`config.mk`:
```
export PLATFORM = sky130hd
export DESIGN_NAME = xor_memory_rmw_client
export DESIGN_NICKNAME = d
export VERILOG_FILES = /design/src/rtl/xor_memory_rmw_client.sv
export SDC_FILE = /design/constraint.sdc
export NUM_CORES = 1
export LEC_CHECK = 0
export ABC_AREA = 1
export CORE_ASPECT_RATIO = 0.5
export CORE_MARGIN = 1
export CORE_UTILIZATION = 30
export DETAILED_ROUTE_END_ITERATION = 7
export PLACE_DENSITY = 0.51
export SYNTH_ARGS = -nofsm -noshare
export SYNTH_HDL_FRONTEND = slang
export SYNTH_SLANG_ARGS = --single-unit
```
`constraint.sdc`:
```
create_clock -name clk -period 6.3 [get_ports clk]
set_clock_uncertainty 0.05 [all_clocks]
set_input_delay 0.63 -clock clk [delete_from_list [all_inputs] [get_ports clk]]
set_output_delay 0.63 -clock clk [all_outputs]
set_load 0.02 [all_outputs]
```
`src/rtl/xor_memory_rmw_client.sv`:
```
// Read-modify-write increment client for one port of the XOR memory, with write-buffer forwarding.
// Optional clamp-on-overflow and sat_flag output when XRMW_SATURATE_EN is defined.
module xor_memory_rmw_client #(
  parameter int WIDTH      = 8,
  parameter int DEPTH      = 256,
  parameter int BYPASS_WIN = 2
) (
  input  logic                     clk,
  input  logic                     rst,
  input  logic                     req_valid,
  output logic                     req_ready,
  input  logic [$clog2(DEPTH)-1:0] req_addr,
  input  logic [WIDTH-1:0]         req_delta,
  output logic                     resp_valid,
  output logic [$clog2(DEPTH)-1:0] resp_addr,
  output logic [WIDTH-1:0]         resp_old,
  output logic [WIDTH-1:0]         resp_new,
  output logic [$clog2(DEPTH)-1:0] mem_addr,
  output logic [WIDTH-1:0]         mem_d,
  output logic                     mem_en,
  input  logic [WIDTH-1:0]         mem_q
`ifdef XRMW_SATURATE_EN
  ,
  output logic                     sat_flag
`endif
);

  localparam int AW    = $clog2(DEPTH);
  localparam int AGE_W = $clog2(BYPASS_WIN + 1);

  typedef enum logic [1:0] {IDLE, RD, WAIT, WR} state_t;

  state_t             state_reg, state_next;
  logic [AW-1:0]      addr_reg;
  logic [WIDTH-1:0]   delta_reg;
  logic [WIDTH-1:0]   old_reg;
  logic [WIDTH-1:0]   new_reg;
  logic               byp_valid_reg;
  logic [AW-1:0]      byp_addr_reg;
  logic [WIDTH-1:0]   byp_data_reg;
  logic [AGE_W-1:0]   age_reg;

  logic               accept;
  logic               hit;
  logic               fwd_valid;
  logic [AW-1:0]      fwd_addr;
  logic [WIDTH-1:0]   fwd_data;
  logic [WIDTH-1:0]   add_a, add_b, add_res;

  // While in WR the value being written is not yet in the bypass register, so forward it directly.
  assign fwd_valid = (state_reg == WR) || byp_valid_reg;
  assign fwd_addr  = (state_reg == WR) ? addr_reg : byp_addr_reg;
  assign fwd_data  = (state_reg == WR) ? new_reg  : byp_data_reg;

  assign req_ready = (state_reg == IDLE) || (state_reg == WR);
  assign accept    = req_valid && req_ready;
  assign hit       = accept && fwd_valid && (req_addr == fwd_addr);

  // One adder serves both the memory path (WAIT) and the forwarded path (accept with hit).
  assign add_a = (state_reg == WAIT) ? mem_q     : fwd_data;
  assign add_b = (state_reg == WAIT) ? delta_reg : req_delta;

`ifdef XRMW_SATURATE_EN
  logic [WIDTH:0] sum_wide;
  logic           add_sat;
  logic           sat_reg;
  assign sum_wide = {1'b0, add_a} + {1'b0, add_b};
  assign add_sat  = sum_wide[WIDTH];
  assign add_res  = add_sat ? '1 : sum_wide[WIDTH-1:0];
  assign sat_flag = (state_reg == WR) && sat_reg;

  always_ff @(posedge clk) begin
    if (rst) begin
      sat_reg <= 1'b0;
    end else if (hit || (state_reg == WAIT)) begin
      sat_reg <= add_sat;
    end
  end
`else
  assign add_res = add_a + add_b;
`endif

  always_comb begin
    state_next = state_reg;
    case (state_reg)
      IDLE, WR: begin
        if (accept) state_next = hit ? WR : RD;
        else        state_next = IDLE;
      end
      RD:      state_next = WAIT;
      WAIT:    state_next = WR;
      default: state_next = IDLE;
    endcase
  end

  always_ff @(posedge clk) begin
    if (rst) begin
      state_reg     <= IDLE;
      addr_reg      <= '0;
      delta_reg     <= '0;
      old_reg       <= '0;
      new_reg       <= '0;
      byp_valid_reg <= 1'b0;
      byp_addr_reg  <= '0;
      byp_data_reg  <= '0;
      age_reg       <= '0;
    end else begin
      state_reg <= state_next;

      if (accept) begin
        addr_reg  <= req_addr;
        delta_reg <= req_delta;
        if (hit) begin
          old_reg <= fwd_data;
          new_reg <= add_res;
        end
      end else if (state_reg == WAIT) begin
        old_reg <= mem_q;
        new_reg <= add_res;
      end

      // The bypass covers the memory's one-cycle write buffer, then ages out.
      if (state_reg == WR) begin
        byp_valid_reg <= 1'b1;
        byp_addr_reg  <= addr_reg;
        byp_data_reg  <= new_reg;
        age_reg       <= '0;
      end else if (byp_valid_reg) begin
        age_reg <= age_reg + 1'b1;
        if (age_reg == AGE_W'(BYPASS_WIN - 1)) byp_valid_reg <= 1'b0;
      end
    end
  end

  assign resp_valid = (state_reg == WR);
  assign resp_addr  = addr_reg;
  assign resp_old   = old_reg;
  assign resp_new   = new_reg;
  assign mem_en     = (state_reg == WR);
  assign mem_addr   = addr_reg;
  assign mem_d      = new_reg;

endmodule

```
==> impl_metrics.ini, run 1 <==
[sta]
rsz0062_at_grt = no
hold_viol = 0
drv_slew = 0
fin_tns_setup_ps = 0
worst_pin_slew_ps = 1060
fin_ws_ps = 2968
max_freq_ghz = 0.3001
setup_violations = 0
slew_headroom_pct = 29.26
period_share_pct = 52.90
min_period_ps = 3333

[floorplanning]
chipWidth_um = 146.0
rows = 25
io_pins = 70
die_h_um = 74.02
die_area_mm2 = 0.01081
core_mm2 = 0.009759
start_util_pct = 31.88

[grt]
grt_first_pass_wirelength_um = 12450
antenna_found_initial = 0
grtUsageTotal_pct = 14.77
grt_pass1_vias = 2543
grt_max_degree = 38
overflow = 0

[cts]
cts-resized-gates = 0
h-tree-depth = 2
clock-root-buffer = clkbuf_16
clockBufferDepth = 2
cts.sinks = 53
cts_tree = done
numCtsBuffers = 5
postCtsHoldBufs = 0
clk_pin_slew_ps = 70
clock_latency_ps = 290
post_cts_buffers = 0

[cells_and_area]
drive_gt1_share_pct = 7.631
layout_common_cells = nand2_1 (111), nor2_1 (71), clkdlybuf4s50_1 (69), inv_1 (53), dfxtp_1 (53)
n_antenna_cell = 0
fin_nets = 537
mostFrequentLayoutCell = nand2_1
layoutNonFillerInstCount = 633
design_area_mm2 = 0.003855
area_growth_syn_to_layout_pct = 23.88

[setup_path]
cp-end-kind = flip-flop
cp.required_ps = 6440
critPathLaunchType = flip-flop
rr_worst_depth = 13
critical_path_class = reg2reg
crit_arrival_ps = 3470
critPathMaxFanout = 17

[detailed_routing]
dr.pass1.iters = 6
vias = 2732
drc_errors = 0
ant_nets = 0
viasPerCell = 4.316
wl_um = 7568
post_drt_wl_per_cell_um = 11.96
drtIter0Drc = 93

[power]
power_leakage_uw = 0.001756
power.density_mw_per_mm2 = 257.0
peakVddDrop_mv = 0.09534
finalPower_uw = 990.8

[yosys]
syn_nets = 496
avgSynthCellArea_um2 = 6.794
yosysSeqAreaShare_pct = 34.10
async_flop_share_pct = 0
synth_cells = 458
yosys.cell_types.count = 33
synth_edf_count = 0
yosys_warnings = 0
synth_top_area_share_pct = 34.10
mappedNetlistArea_mm2 = 0.003112
yosys-top-cells-area = dfxtp_1 (34%), nand2_1 (13%), nor2_1 (8.6%)
yosysTopAreaCell = dfxtp_1
synth_ff_type = dfxtp_1
yosys_register_bits = 53

[place]
portBuffers = 69
gp_congestion = 0.7674
placed_cells = 627
hpwl_um = 5356
pre_cts_slack_ps = 2944
place_area_mm2 = 0.003725

[job]
cap_violations = 0

[hold_path]
worstHoldPathCells = 2
hp-class = reg2reg

[outcome]
status = finished clean
-- final cells by class --
type,count,area [µm²]
Clock inverter,1,5.005
Tap cell,135,168.9
Inverter,55,211.5
Timing Repair Buffer,70,698.2
Multi-Input combinational cell,314,1585
Clock buffer,5,125.1
Sequential cell,53,1061
Fill cell,1049,5904
-- through the flow --
| stage | util (%) | hold slack [ps] |
|---|---|---|
| floorplan | - | 404.9 |
| global placement | 38.17 | 416.9 |
| detailed placement | 38.17 | 422.4 |
| CTS | 39.50 | 440.7 |
| global route | 39.50 | 462.0 |
| finish | 39.50 | 436.7 |
-- cells in the mapped netlist, types with 2 or more instances --
master and number:
nor2_1 71, clkbuf_1 9, a21oi_1 19, nor2_2 3
nand2_1 111, dfxtp_1 53, inv_1 53, xnor2_1 4
xor2_1 2, buf_4 17, nand2_4 2, nand2_2 7
o21ai_0 43, buf_6 3, ha_1 10, nor2_4 2
a211oi_1 2, nand3_2 11, nand3_1 19, buf_2 4
-- power by group --
part           internal [µW]  switching, µW  total [µW]
Sequential               368           20.9         389
Clock                    142            120         263
Combinational            142            197         339
Total                    653            338         991
-- path summary, 6_finish.rpt --
kind	startpoint	endpoint	slack (ps)
worst max register to register	state_reg[1]	mem_d[6]	2970
worst min-delay path	mem_addr[5]	mem_addr[5]	440
worst max-delay path	state_reg[1]	mem_d[6]	2970
worst min register to register	mem_addr[5]	mem_addr[5]	440
-- kinds of logic after synthesis --
logic type | synth area share [%]
buffers and inverters | 14.96
xor gates and xnor gates | 1.689
DFF | 34.10
AOI/OAI and AO/OA | 11.38
adders and majority gates | 4.664
and+or+nand+nor | 33.21
-- layer usage --
| layer | wire length [µm] | share of wire [%] | vias up | GRT usage [%] |
|---|---|---|---|---|
| met1 | 3979 | 53 | 1188 | 19.67 |
| met2 | 3211 | 42 | 51 | 24.72 |
| li1 | - | - | 1485 | - |
| met4 | 90 | 1.2 | 0 | 3.704 |
| met5 | 0 | 0 | - | 0 |
| met3 | 287 | 3.8 | 8 | 3.313 |
-- worst max-delay path: stages (launching register included) --
cell and delay (ps):
dfxtp_1 340, ha_1 520, buf_4 360, inv_6 120, o21ai_0 150, inv_1 100
o21ai_0 260, inv_1 110, fa_1 470, o21ai_0 270, a21boi_0 160, xnor2_1 150
nor2_1 110, nor2_1 50
(Power assumes the default switching activity.)
==> run 2: changes to the inputs <==
clock period = 3.12 ns   (was 6.3 ns; I/O delays follow)
==> run 2 against run 1 <==
Against the previous run: largest cell class unchanged; critical path depth up 2; power up 110%; highest routed layer unchanged; utilization up 0.78 points; sequential power up 100%; setup slack worse by 2500 ps.
==> impl_metrics.ini, run 2 (synthesis results as in run 1) <==
[outcome]
status = finished clean

[place]
portBuffers = 69
hpwl_um = 5689
gp_congestion = 0.8277
placed_cells = 636
pre_cts_slack_ps = 277.7

[power]
power_leakage_uw = 0.001799
p_clk_share_pct = 26.7
sw_frac_of_total_pct = 33.94
power.density_mw_per_mm2 = 517.6
power.internal_uw = 1344
peakVddDrop_mv = 0.2176
seqPwrFrac_pct = 38.6
finalPower_uw = 2035
comb_power_share_pct = 34.7
p_switching_uw = 690.6

[cells_and_area]
mostFrequentLayoutCell = nand2_1
area_growth_syn_to_layout_pct = 26.34
layoutNonFillerInstCount = 644
layout_common_cells = nand2_1 (111), nor2_1 (71), clkdlybuf4s50_1 (69), inv_1 (53), dfxtp_1 (53)
n_antenna_cell = 0
fin_nets = 546
drive_gt1_share_pct = 9.234

[setup_path]
cp-end-kind = flip-flop
crit_path_cell_trace = ha_1 -> buf_4 -> o21ai_0 -> o21ai_0 -> ha_1 -> a21oi_1 -> nand2_1 -> nand2_1 -> nor2_1 -> nor2_1 -> inv_1 -> nand2_1 -> nand2_1 -> nor2_1 -> nor2_1
slowest_delay_ps = 370
worst-path-buf-inv = 2
cp_top_family = simple AND/OR/NAND/NOR gates
critPathLaunchType = flip-flop
cp.required_ps = 3260
critical_path_class = reg2reg
crit_path_top_delay_cell = ha_1
crit_arrival_ps = 2820
critPathMaxFanout = 6

[sta]
min_period_ps = 2681
rsz0062_at_grt = no
period_share_pct = 85.92
worst_pin_slew_ps = 800.7
max_freq_ghz = 0.3730
slew_headroom_pct = 46.56
hold_viol = 0
fin_tns_setup_ps = 0
fin_ws_ps = 439.3
fin_worst_hold_slack_ps = 430.1
drv_slew = 0
setup_violations = 0

[detailed_routing]
ant_nets = 0
drtIter0Drc = 178
vias = 2822
wl_um = 7746
viasPerCell = 4.382
post_drt_wl_per_cell_um = 12.03
wirelength_met1_um = 4031
wl_met3_um = 279
top_layer_used = met4
dr.pass1.iters = 4
wl_met2_um = 3379
drc_errors = 0

[floorplanning]
die_h_um = 74.02
start_util_pct = 31.88
io_pins = 70
die_area_mm2 = 0.01081
rows = 25
chipWidth_um = 146.0
core_mm2 = 0.009759

[cts]
clock_latency_ps = 290
h-tree-depth = 2
clockBufferDepth = 2
cts.sinks = 53
clock-root-buffer = clkbuf_16
cts_tree = done
clk_pin_slew_ps = 70
postCtsHoldBufs = 0
numCtsBuffers = 5

[grt]
overflow = 0
grtUsageTotal_pct = 15.02
antenna_found_initial = 0
grt_first_pass_wirelength_um = 12490
grt_pass1_vias = 2508
grt_max_degree = 26

[job]
cap_violations = 0

[hold_path]
hp-class = reg2reg
[run 2: cell count changes in the layout (fill, tap and decap cells not counted)]
cell / change
buf_4: +9
clkbuf_1: +3
clkinv_2: -1
ha_1: -1
ha_2: +1
[run 2: metrics by stage]
| stage | area, µm² | utilization [%] |
|---|---|---|
| after floorplan | 3112 | - |
| after global placement | 3792 | 38.86 |
| after detailed placement | 3792 | 38.86 |
| after CTS | 3929 | 40.26 |
| after global routing | 3931 | 40.28 |
| final | 3931 | 40.28 |
[run 2: timing repair]
item,in CTS,in global routing
resized for setup,0,1
buffers inserted,0,0
setup endpoints to repair,0,1
[run 2: per-layer routing]
metal,track usage (%),vias up
met5,0,-
met4,3.472,0
met3,3.067,5
met2,24.67,50
met1,20.60,1260
li1,-,1507
[run 2: layout make-up]
type / count / area [µm²]
clock buffer: 8 / 136.4
tap: 135 / 168.9
inverter: 55 / 211.5
timing repair buffer: 79 / 765.7
multi-input combinational: 314 / 1588
sequential: 53 / 1061
fill: 1057 / 5828
[run 2: power by group through the flow]
stage | Sequential, µW | Combinational [µW] | Clock, µW
global route | 795 | 785 | 593
detailed placement | 802 | 708 | 0
finish | 786 | 706 | 543
CTS | 787 | 712 | 565
global placement | 800 | 709 | 0
floorplan | 840 | 438 | 0
[run 2: worst min-delay path: stages (launching register included)]
cell     delay [ps]
dfxtp_1         330
inv_1            60
a21oi_1          50
[run 2: worst paths after layout]
kind	from	endpoint	slack [ps]	cells past startpoint
worst min-delay path	mem_addr[5]	mem_addr[5]	430	2
worst min register to register	mem_addr[5]	mem_addr[5]	430	2
worst max-delay path	state_reg[0]	mem_d[7]	440	15
worst max register to register	state_reg[0]	mem_d[7]	440	15
